**src/rtl/quad_gen.sv**
```systemverilog
// Quadrature A/B edge generator: emits a commanded number of encoder edges at a
// programmable spacing, tracks net position, and supports abort.
module quad_gen #(
  parameter int unsigned MIN_PERIOD = 2
) (
  input  logic               clk_50,
  input  logic               reset_counts,
  input  logic               cmd_valid,
  output logic               cmd_ready,
  input  logic signed [31:0] cmd_steps,
  input  logic        [31:0] cmd_period,
  input  logic               abort,
  output logic               a,
  output logic               b,
  output logic signed [31:0] position,
  output logic               direction,
  output logic               busy,
  output logic               done,
  output logic               aborted
);

  typedef enum logic [1:0] {IDLE, RUN, DONE} state_t;

  state_t             state_q, state_d;
  logic               live_q;
  logic               a_q, a_d, b_q, b_d;
  logic signed [31:0] pos_q, pos_d;
  logic               dir_q, dir_d;
  logic               abrt_q, abrt_d;
  logic        [31:0] per_q, per_d, cnt_q, cnt_d, rem_q, rem_d;

  logic               accept;
  logic               edge_now;
  logic        [31:0] per_eff;
  logic        [31:0] steps_mag;

  // Forward walks 00 -> 10 -> 11 -> 01 -> 00; reverse is the exact inverse.
  function automatic logic [1:0] step_phase(input logic [1:0] ab, input logic fwd);
    logic [1:0] nxt;
    nxt = ab;
    if (fwd) begin
      case (ab)
        2'b00:   nxt = 2'b10;
        2'b10:   nxt = 2'b11;
        2'b11:   nxt = 2'b01;
        default: nxt = 2'b00;
      endcase
    end else begin
      case (ab)
        2'b00:   nxt = 2'b01;
        2'b01:   nxt = 2'b11;
        2'b11:   nxt = 2'b10;
        default: nxt = 2'b00;
      endcase
    end
    return nxt;
  endfunction

  assign cmd_ready = live_q && (state_q == IDLE);
  assign accept    = cmd_valid && cmd_ready;
  assign per_eff   = (cmd_period < MIN_PERIOD) ? MIN_PERIOD : cmd_period;
  assign steps_mag = cmd_steps[31] ? $unsigned(-cmd_steps) : $unsigned(cmd_steps);
  assign edge_now  = (state_q == RUN) && (cnt_q == 32'd1);

  always_comb begin
    state_d = state_q;
    a_d     = a_q;
    b_d     = b_q;
    pos_d   = pos_q;
    dir_d   = dir_q;
    abrt_d  = abrt_q;
    per_d   = per_q;
    cnt_d   = cnt_q;
    rem_d   = rem_q;
    case (state_q)
      IDLE: begin
        if (accept) begin
          per_d  = per_eff;
          cnt_d  = per_eff;
          rem_d  = steps_mag;
          abrt_d = 1'b0;
          if (cmd_steps > 0)      dir_d = 1'b1;
          else if (cmd_steps < 0) dir_d = 1'b0;
          state_d = (cmd_steps == 0) ? DONE : RUN;
        end
      end
      RUN: begin
        // An abort landing on an edge cycle still lets that edge go out.
        if (edge_now) begin
          {a_d, b_d} = step_phase({a_q, b_q}, dir_q);
          pos_d      = pos_q + (dir_q ? 32'sd1 : -32'sd1);
          rem_d      = rem_q - 32'd1;
          cnt_d      = per_q;
          if ((rem_q == 32'd1) || abort) begin
            state_d = DONE;
            abrt_d  = abort;
          end
        end else begin
          cnt_d = cnt_q - 32'd1;
          if (abort) begin
            state_d = DONE;
            abrt_d  = 1'b1;
          end
        end
      end
      DONE:    state_d = IDLE;
      default: state_d = IDLE;
    endcase
  end

  always_ff @(posedge clk_50 or posedge reset_counts) begin
    if (reset_counts) begin
      state_q <= IDLE;
      live_q  <= 1'b0;
      a_q     <= 1'b0;
      b_q     <= 1'b0;
      pos_q   <= '0;
      dir_q   <= 1'b1;
      abrt_q  <= 1'b0;
    end else begin
      state_q <= state_d;
      live_q  <= 1'b1;
      a_q     <= a_d;
      b_q     <= b_d;
      pos_q   <= pos_d;
      dir_q   <= dir_d;
      abrt_q  <= abrt_d;
    end
  end

  // Timing counters are only meaningful in RUN, so they carry no reset.
  always_ff @(posedge clk_50) begin
    per_q <= per_d;
    cnt_q <= cnt_d;
    rem_q <= rem_d;
  end

  assign a         = a_q;
  assign b         = b_q;
  assign position  = pos_q;
  assign direction = dir_q;
  assign busy      = (state_q == RUN);
  assign done      = (state_q == DONE);
  assign aborted   = (state_q == DONE) && abrt_q;

endmodule

```
**config.mk**
```make
export PLATFORM = sky130hd
export DESIGN_NAME = quad_gen
export DESIGN_NICKNAME = d
export VERILOG_FILES = /design/src/rtl/quad_gen.sv
export SDC_FILE = /design/constraint.sdc
export NUM_CORES = 1
export LEC_CHECK = 0
export BUFFER_PORTS_ARGS = -buffer_cell sky130_fd_sc_hd__buf_2
export CORE_UTILIZATION = 30
export DETAILED_ROUTE_END_ITERATION = 10
export GPL_TIMING_DRIVEN = 0
export PLACE_DENSITY = 0.57
export SLEW_MARGIN = 20
export SYNTH_ARGS = -nofsm -noshare
export SYNTH_HDL_FRONTEND = slang
export SYNTH_SLANG_ARGS = --single-unit
```
**constraint.sdc**
```tcl
create_clock -name clk_50 -period 5.8 [get_ports clk_50]
set_input_delay 1.16 -clock clk_50 [delete_from_list [all_inputs] [get_ports clk_50]]
set_output_delay 1.16 -clock clk_50 [all_outputs]
set_load 0.005 [all_outputs]
```
Word level (Yosys, flattened, before mapping)
Index checks and enable logic that the tools add are counted.
{"block": "totals", "inputBits": 68, "mem_bits_rw": 0, "wordCells": 70, "regBits": 135, "latchBits": 0, "romBits": 0, "memories": 0, "out_inout_bits": 39}
{"block": "op_classes", "magnitude_cmp": 3, "n_shift": 0, "n_reduce_logical": 17, "bitwise_logic": 0, "mul": 0, "muxes": 25, "div": 0, "n_eq_ne": 11, "addsub": 4}
{"cell": "two-way mux 32 bit", "n": 7}
{"cell": "one-hot mux 32 bit (2 select lines)", "n": 2}
{"cell": "equality test 32 x 1 -> 1 bit, second input constant", "n": 2}
{"cell": "subtractor 32 x 1 -> 32 bit, second input constant", "n": 2}
{"cell": "adder 32 bit", "n": 1}
{"cell": "> comparator 32 x 1 -> 1 bit, second input constant", "n": 1}
{"cell": "zero test 32 bit", "n": 1}
{"cell": "< comparator 32 x 1 -> 1 bit, second input constant", "n": 1}
{"cell": "< comparator 32 x 2 -> 1 bit, second input constant", "n": 1}
{"cell": "negator 32 bit", "n": 1}
{"cell": "two-way mux 2 bit", "n": 6}
{"cell": "one-hot mux 2 bit (3 select lines)", "n": 2}
{"cell": "AND reduction 3 bit", "n": 3}
{"cell": "equality test 2 bit, second input constant", "n": 3}
{"cell": "two-way mux 1 bit", "n": 6}
{"cell": "inequality test 3 x 2 -> 1 bit, second input constant", "n": 2}
{"cell": "AND reduction 2 bit", "n": 3}
{"cell": "equality test 2 x 1 -> 1 bit, second input constant", "n": 2}
{"cell": "logical AND 1 bit", "n": 4}
{"cell": "zero test 2 bit", "n": 2}
{"cell": "one-hot mux 2 bit (2 select lines)", "n": 1}
{"cell": "AND reduction 4 bit", "n": 1}
{"cell": "nonzero test 2 bit", "n": 2}
{"cell": "inequality test 2 x 1 -> 1 bit, second input constant", "n": 1}
{"cell": "other kinds (3)", "n": 3}

Depth between registers and ports, before layout
Gate-level depths: netlist (run 1).
{"block": "depth", "ltp_word": 5, "mapped_depth": 12, "depth_no_buf": 11}

Worst setup path before layout (run 1)
Ideal clock, no wire load.
{"block": "synth_path", "path_kind": "reg-to-reg", "startpoint": "register cnt_q[16]", "endpoint": "register rem_q[0], enable pin", "required_ps": 5330, "period_less_slack_ps": 4991, "stages_incl_launch_ff": 7, "arrival_ps": 4521, "setup_slack_ps": 809, "cell_sequence": "edfxtp_1 -> or3_1 -> or3_1 -> nor4_1 -> nand4_1 -> clkbuf_1 -> a21boi_0"}
{"block": "synth_via", "elab_chain_cells": 4}
{"item": "from (decl)", "line_no": "30", "source": "logic [31:0] per_q, per_d, cnt_q, cnt_d, rem_q, rem_d;"}
{"item": "from (signal assigned)", "line_no": "134", "source": "cnt_q <= cnt_d;"}
{"item": "equality test 32 x 1 -> 1 bit", "line_no": "63", "source": "assign edge_now = (state_q == RUN) && (cnt_q == 32'd1);"}
{"item": "logical AND 1 bit", "line_no": "63"}
{"item": "inequality test 2 x 1 -> 1 bit (no line)"}
{"item": "AND reduction 3 bit (no line)"}
{"item": "to (signal assigned)", "line_no": "135", "source": "rem_q <= rem_d;"}
{"item": "to (decl)", "line_no": "30"}
Every way passes these cells.
A chain may end at the register's enable or synchronous reset.

Worst setup path after layout (run 1)
{"block": "layout_path", "startpoint": "register dir_q (netlist: direction)", "endpoint": "register pos_q[31] (netlist: position[31])"}
{"block": "layout_via", "elab_chain_cells": 2}
{"item": "from (decl)", "line_no": "28", "source": "logic dir_q, dir_d;"}
{"item": "from (signal assigned)", "line_no": "126", "source": "dir_q <= dir_d;"}
{"item": "two-way mux 32 bit", "line_no": "91", "source": "pos_d = pos_q + (dir_q ? 32'sd1 : -32'sd1);"}
{"item": "adder 32 bit", "line_no": "91"}
{"item": "to (signal assigned)", "line_no": "125", "source": "pos_q <= pos_d;"}
{"item": "to (decl)", "line_no": "27", "source": "logic signed [31:0] pos_q, pos_d;"}
Every way passes these cells.

==> results of run 1 <==
## per-stage QoR
stage	hold slack [ns]	area, sq um	util
2_1_floorplan	0.458	8780	-
3_3_place_gp	0.497	9790	0.340
6_report	0.511	10400	0.363
4_1_cts	0.519	10400	0.363
3_5_place_dp	0.503	9880	0.343
5_1_grt	0.541	10400	0.363
## power groups by stage
stage	clock, mW	combinational (mW)	sequential, mW
2_1_floorplan	0	1.10	1.68
3_3_place_gp	0	1.48	1.74
3_5_place_dp	0	1.57	1.72
4_1_cts	1.07	1.58	1.71
5_1_grt	1.11	1.77	1.75
6_report	1.04	1.57	1.71
## flip-flops by register name (all words and copies together), names as in the netlist
signal     cells
a              1
live_q         1
abrt_q         1
direction      1
state_q        2
per_q         32
cnt_q         32
position      32
b              1
rem_q         32
## layout make-up
| type | instances | share of cell area |
|---|---|---|
| clock inverters | 12 | 0.0114 |
| flip-flops and latches | 135 | 0.370 |
| well taps | 384 | 0.0460 |
| multi-input cells | 744 | 0.441 |
| repair buffers | 109 | 0.0580 |
| inverters | 24 | 0.00863 |
| clock buffers | 20 | 0.0419 |
| plain buffers | 63 | 0.0228 |
## cell families (layout without fill, tap and decap cells)
group	count (synthesis)	in the layout	synth area share
XOR/XNOR	111	111	0.111
buffers and inverters	87	228	0.0373
adder cells (fa/ha/maj)	36	36	0.0522
AO/OA/AOI/OAI	249	249	0.166
multiplexers	5	5	0.00599
other	1	1	0.000427
AND/OR/NAND/NOR	342	342	0.188
flip-flops	135	135	0.440
## routing by layer
metal | vias to the layer above | part of all wire | track usage
met4 | 0 | 0.011 | 0.0424
met3 | 18 | 0.030 | 0.0237
met5 | - | 0 | 0
met1 | 3431 | 0.50 | 0.220
li1 | 3725 | - | -
met2 | 151 | 0.46 | 0.253
## final timing paths
check / start / end / slack, ns / cells after the start
worst max-delay path: direction / position[31] / 1.39 / 12
worst min-delay path: position[8] / position[8] / 0.51 / 2
worst max register to register: direction / position[31] / 1.39 / 12
worst min register to register: position[8] / position[8] / 0.51 / 2
max in group asynchronous: reset_counts / direction / 4.46 / 3
min in group asynchronous: reset_counts / position[23] / 0.77 / 2
## placed cells by master (no fill, tap or decap), drive strengths merged, types with 6 or more instances in the layout
master | Yosys | layout
a21o | 14 | 14
a21oi | 59 | 59
a31oi | 6 | 6
and2 | 7 | 7
buf | 2 | 111
clkbuf | 61 | 81
dfrtp | 38 | 38
edfxtp | 96 | 96
ha | 35 | 35
inv | 24 | 27
nand2 | 127 | 127
nand2b | 7 | 7
nand3 | 17 | 17
nand4 | 9 | 9
nor2 | 67 | 67
nor3 | 31 | 31
nor4 | 18 | 18
o21ai | 123 | 123
o21bai | 8 | 8
o31ai | 12 | 12
or3 | 23 | 23
or4 | 12 | 12
xnor2 | 62 | 62
xor2 | 49 | 49
## worst max-delay path, cell delays in order, from the launching register on
cell and delay (ns):
dfstp_2 0.55, clkbuf_1 0.35, inv_2 0.40, ha_1 0.48, o21ai_0 0.14, o21a_1 0.22, o32ai_1 0.51, a221oi_1 0.30
o31ai_1 0.55, a31oi_1 0.25, o221ai_1 0.27, o21bai_1 0.15, nand3_1 0.09
==> impl_metrics.env, run 1 <==
export IMPL_root_buffer="clkbuf_16"
export IMPL_setup_ws_ns=1.39
export IMPL_hold_viol=0
export IMPL_fmax_mhz=227
export IMPL_p_clk_frac=0.242
export IMPL_switching_share=0.382
export IMPL_core_area_sq_mm=0.0288
export IMPL_worstHoldPathType="reg2reg"
export IMPL_fin_worst_skew_ns=0.0140
export IMPL_io_pins=107
export IMPL_tightest_slew_ns=0.929
export IMPL_p_leak_nw=4.11
export IMPL_grt_max_degree=35
export IMPL_post_cts_setup_buffers=0
export IMPL_viasPerCell=4.91
export IMPL_cts_tree="done"
export IMPL_synthDistinctLibCells=58
export IMPL_h_tree_depth=4
export IMPL_clockBufferDepth=2
export IMPL_grt_usage=0.157
export IMPL_syn_area_sq_mm=0.00878
export IMPL_seq_area_sq_mm=0.00386
export IMPL_drc_errors=0
export IMPL_initial_core_util=0.305
export IMPL_nets=1198
export IMPL_yosysWarningCount=0
export IMPL_grt_antenna_before_repair=0
export IMPL_synth_avg_cell_area_sq_um=9.09
export IMPL_cts_sinks=135
export IMPL_stdcell_count=1491
export IMPL_place_inst=1459
export IMPL_fin_crit_sh=0.760
export IMPL_synthArstFlopShare=0.289
export IMPL_path_max_fanout=34
export IMPL_synthCells=966
export IMPL_p_seq_frac=0.396
export IMPL_drv_cap=0
export IMPL_clk_pin_slew_ns=0.06
export IMPL_dp_slack_ns=1.37
export IMPL_required_ns=6.09
export IMPL_netlist_area_leader_share=0.328
export IMPL_grt_pass1_wl_um=37600
export IMPL_status="finished clean"
export IMPL_yosysSeqAreaShare=0.440
export IMPL_io_buffer_count=106
export IMPL_arrival_ns=4.70
export IMPL_intPower_mw=2.67
export IMPL_synthToLayoutAreaGrowth_pct=18.9
export IMPL_fp_dieArea_sq_mm=0.0299
export IMPL_p_switching_mw=1.65
export IMPL_finalPower_mw=4.32
export IMPL_place_hpwl_um=17000
export IMPL_insertion_delay_ns=0.42
export IMPL_multi_input_area_sq_mm=0.00460
export IMPL_num_vias=7325
export IMPL_power_density_mw_per_mm2=414
export IMPL_synth_top_cell_by_area="edfxtp_1"
export IMPL_overflow=0
export IMPL_postCtsHoldBufs=0
export IMPL_rsz0062_at_grt="no"
export IMPL_yosysMostFrequentCell="nand2_1"
export IMPL_critPathCaptureType="flip-flop"
export IMPL_die_h_um=173
export IMPL_ys_flop_type="edfxtp_1"
export IMPL_setup_violations_final=0
export IMPL_worst_setup_path_start_kind="flip-flop"
export IMPL_cts_resized_gates=0
export IMPL_routabilityCongestion=0.808
export IMPL_drt_iter0_markers=451
export IMPL_diodes=0
export IMPL_wirelength_um=22900
export IMPL_wl_per_cell_um=15.4
export IMPL_detail_route_antenna_nets=0
export IMPL_fillers=2930
export IMPL_drive_above_1_share=0.142
export IMPL_finalSetupTns_ns=0
export IMPL_fp_row_count=62
export IMPL_synthTopCellsByArea="edfxtp_1, dfrtp_1, o21ai_0"
export IMPL_synthTopCellsByCount="nand2_1, o21ai_0, edfxtp_1"
export IMPL_peakVddDrop_mv=0.191
export IMPL_grt_pass1_vias=7046
export IMPL_die_w_um=173
export IMPL_synth_edf_count=96
export IMPL_synth_nets=1070
export IMPL_maxSlewViolCount=0
export IMPL_drt_first_pass_iters=5
export IMPL_path_class="reg2reg"
export IMPL_power_frac_comb=0.362
export IMPL_ys_ff_latch=135
export IMPL_relSlewSlack=0.376
export IMPL_tritoncts_num_buffers=17
export IMPL_period_minus_slack_ns=4.41
No activity file was read; power rests on OpenSTA's default activity.
==> run 2: changes to the inputs <==
--- a/config.mk
+++ b/config.mk
@@ -9,7 +9,7 @@
 export CORE_UTILIZATION = 30
 export DETAILED_ROUTE_END_ITERATION = 10
 export GPL_TIMING_DRIVEN = 0
-export PLACE_DENSITY = 0.57
+export PLACE_DENSITY = 0.58
 export SLEW_MARGIN = 20
 export SYNTH_ARGS = -nofsm -noshare
 export SYNTH_HDL_FRONTEND = slang
==> constraint.sdc (replaced) <==
create_clock -name clk_50 -period 3.6 [get_ports clk_50]
set_input_delay 0.72 -clock clk_50 [delete_from_list [all_inputs] [get_ports clk_50]]
set_output_delay 0.72 -clock clk_50 [all_outputs]
set_load 0.005 [all_outputs]
==> run 2 against run 1 <==
  * Flip-flop and latch count stayed put
  * Core utilization up 0.73 points
  * Global-route usage about the same
  * Non-clock buffer count is 3 higher
  * Cell count grew 0.27%
  * Power is 66% higher
  * Via count increased by 1.0%
  * Clock skew decreased by 0.0023 ns
  * Clock-buffer cell count shrank 1
  * Final area grew 2.0%
  * Critical endpoint is now position[27]
  * Largest power group unchanged
  * Highest routed layer unchanged
==> impl_metrics.env, run 2 (synthesized netlist as in run 1, its figures left out) <==
export IMPL_status="finished clean"
export IMPL_final_common_cell="nand2_1"
export IMPL_r2r_end="position[27]"
export IMPL_drc_errors=0
export IMPL_intPower_mw=4.42
export IMPL_num_vias=7401
export IMPL_p_leak_nw=4.16
export IMPL_grt_max_degree=35
export IMPL_fin_worst_skew_ns=0.0117
export IMPL_insertion_delay_ns=0.43
export IMPL_path_max_fanout=11
export IMPL_worstHoldPathType="in2async"
export IMPL_switching_share=0.383
export IMPL_peakVddDrop_mv=0.394
export IMPL_worst_setup_path_start_kind="flip-flop"
export IMPL_grt_pass1_wl_um=37500
export IMPL_arrival_ns=3.71
export IMPL_finalPower_mw=7.16
export IMPL_tritoncts_num_buffers=17
export IMPL_final_util=0.370
export IMPL_io_buffer_count=106
export IMPL_initial_core_util=0.305
export IMPL_r2r_slack_ns=0.17
export IMPL_r2r_start="direction"
export IMPL_path_class="reg2reg"
export IMPL_core_area_sq_mm=0.0288
export IMPL_cts_tree="done"
export IMPL_power_density_mw_per_mm2=673
export IMPL_grt_pass1_vias=7110
export IMPL_multi_input_area_sq_mm=0.00472
export IMPL_dpl_instance_area_sq_mm=0.00992
export IMPL_drv_cap=0
export IMPL_routabilityCongestion=0.837
export IMPL_overflow=0
export IMPL_drive_above_1_share=0.160
export IMPL_period_minus_slack_ns=3.43
export IMPL_tightest_slew_ns=0.965
export IMPL_reg2regPathDepth=12
export IMPL_seq_area_sq_mm=0.00386
export IMPL_relSlewSlack=0.352
export IMPL_wl_per_cell_um=15.6
export IMPL_fmax_mhz=292
export IMPL_drt_first_pass_iters=5
export IMPL_fp_dieArea_sq_mm=0.0299
export IMPL_postCtsHoldBufs=0
export IMPL_diodes=0
export IMPL_grt_usage=0.158
export IMPL_fin_area_sq_mm=0.0106
export IMPL_io_pins=107
export IMPL_clockBufferDepth=2
export IMPL_layout_common_cells="nand2_1, o21ai_0, buf_2"
export IMPL_setup_violations_final=0
export IMPL_grt_antenna_before_repair=0
export IMPL_p_switching_mw=2.74
export IMPL_critPathCaptureType="flip-flop"
export IMPL_hold_viol=0
export IMPL_fp_row_count=62
export IMPL_drt_iter0_markers=421
export IMPL_synthToLayoutAreaGrowth_pct=21.3
export IMPL_fillers=2931
export IMPL_nets=1202
export IMPL_die_w_um=173
export IMPL_die_h_um=173
export IMPL_p_clk_frac=0.245
export IMPL_h_tree_depth=4
export IMPL_root_buffer="clkbuf_16"
export IMPL_viasPerCell=4.95
export IMPL_required_ns=3.88
export IMPL_clk_pin_slew_ns=0.06
export IMPL_detail_route_antenna_nets=0
export IMPL_p_seq_frac=0.389
export IMPL_hold_slack_ns=0.307
export IMPL_fin_crit_sh=0.952
export IMPL_cts_sinks=135
export IMPL_power_frac_comb=0.366
export IMPL_maxSlewViolCount=0
export IMPL_wirelength_um=23300
export IMPL_place_hpwl_um=17000
run 2: how the worst max path moves through the flow:
stage	startpoint	to	cells past startpoint
4_1_cts	cnt_q[16]	rem_q[6]	7
6_report	direction	position[27]	12
3_5_place_dp	direction	position[27]	12
2_1_floorplan	direction	position[27]	12
5_1_grt	direction	position[31]	12
3_3_place_gp	direction	position[27]	12
run 2: stage by stage:
step	cells	setup TNS (ns)	setup slack [ns]
after floorplan	966	0	0.00622
after global placement	1456	-41.06	-0.972
after detailed placement	1459	-18.93	-0.945
after CTS	1493	0	0.0601
after global routing	1495	-0.00223	-0.00223
final	1495	0	0.171
run 2: layout make-up:
| type | count | share of cell area |
|---|---|---|
| Buffer | 62 | 0.0220 |
| Clock buffer | 19 | 0.0425 |
| Clock inverter | 13 | 0.0126 |
| Inverter | 24 | 0.00882 |
| Multi-Input combinational cell | 744 | 0.444 |
| Sequential cell | 135 | 0.363 |
| Tap cell | 384 | 0.0451 |
| Timing Repair Buffer | 113 | 0.0616 |
| Timing Repair inverter | 1 | 0.000705 |
run 2: worst max-delay path, stage by stage, from the launching register on:
cell and delay (ns):
dfstp_4 0.72, clkinvlp_4 0.13, buf_12 0.16, ha_1 0.40, and2_1 0.18, nand2_1 0.10, o32ai_4 0.39, a221oi_4 0.16
o31ai_2 0.37, a31oi_2 0.20, o21ai_0 0.25, xnor2_1 0.14, o21ai_0 0.09
run 2: power groups by stage:
stage	registers, mW	logic, mW	clock network, mW
after floorplan	2.70	1.80	0
after global placement	2.78	2.41	0
after global routing	2.87	2.94	1.85
after detailed placement	2.78	2.56	0
final	2.79	2.62	1.75
after CTS	2.78	2.60	1.79
run 2: timing repair:
item                                    4_1_cts  5_1_grt
buffers inserted                              2        2
pin swaps                                     0        3
endpoints found under the hold margin         0        0
gates cloned                                  1        0
resized for setup                            10        7
endpoints found under the setup margin       51       30
run 2: layer usage:
| metal | track usage | wire, um | vias to the layer above |
|---|---|---|---|
| li1 | - | - | 3735 |
| met1 | 0.213 | 11200 | 3482 |
| met2 | 0.255 | 10800 | 159 |
| met3 | 0.0264 | 865 | 25 |
| met4 | 0.0535 | 393 | 0 |
| met5 | 0 | 0 | - |
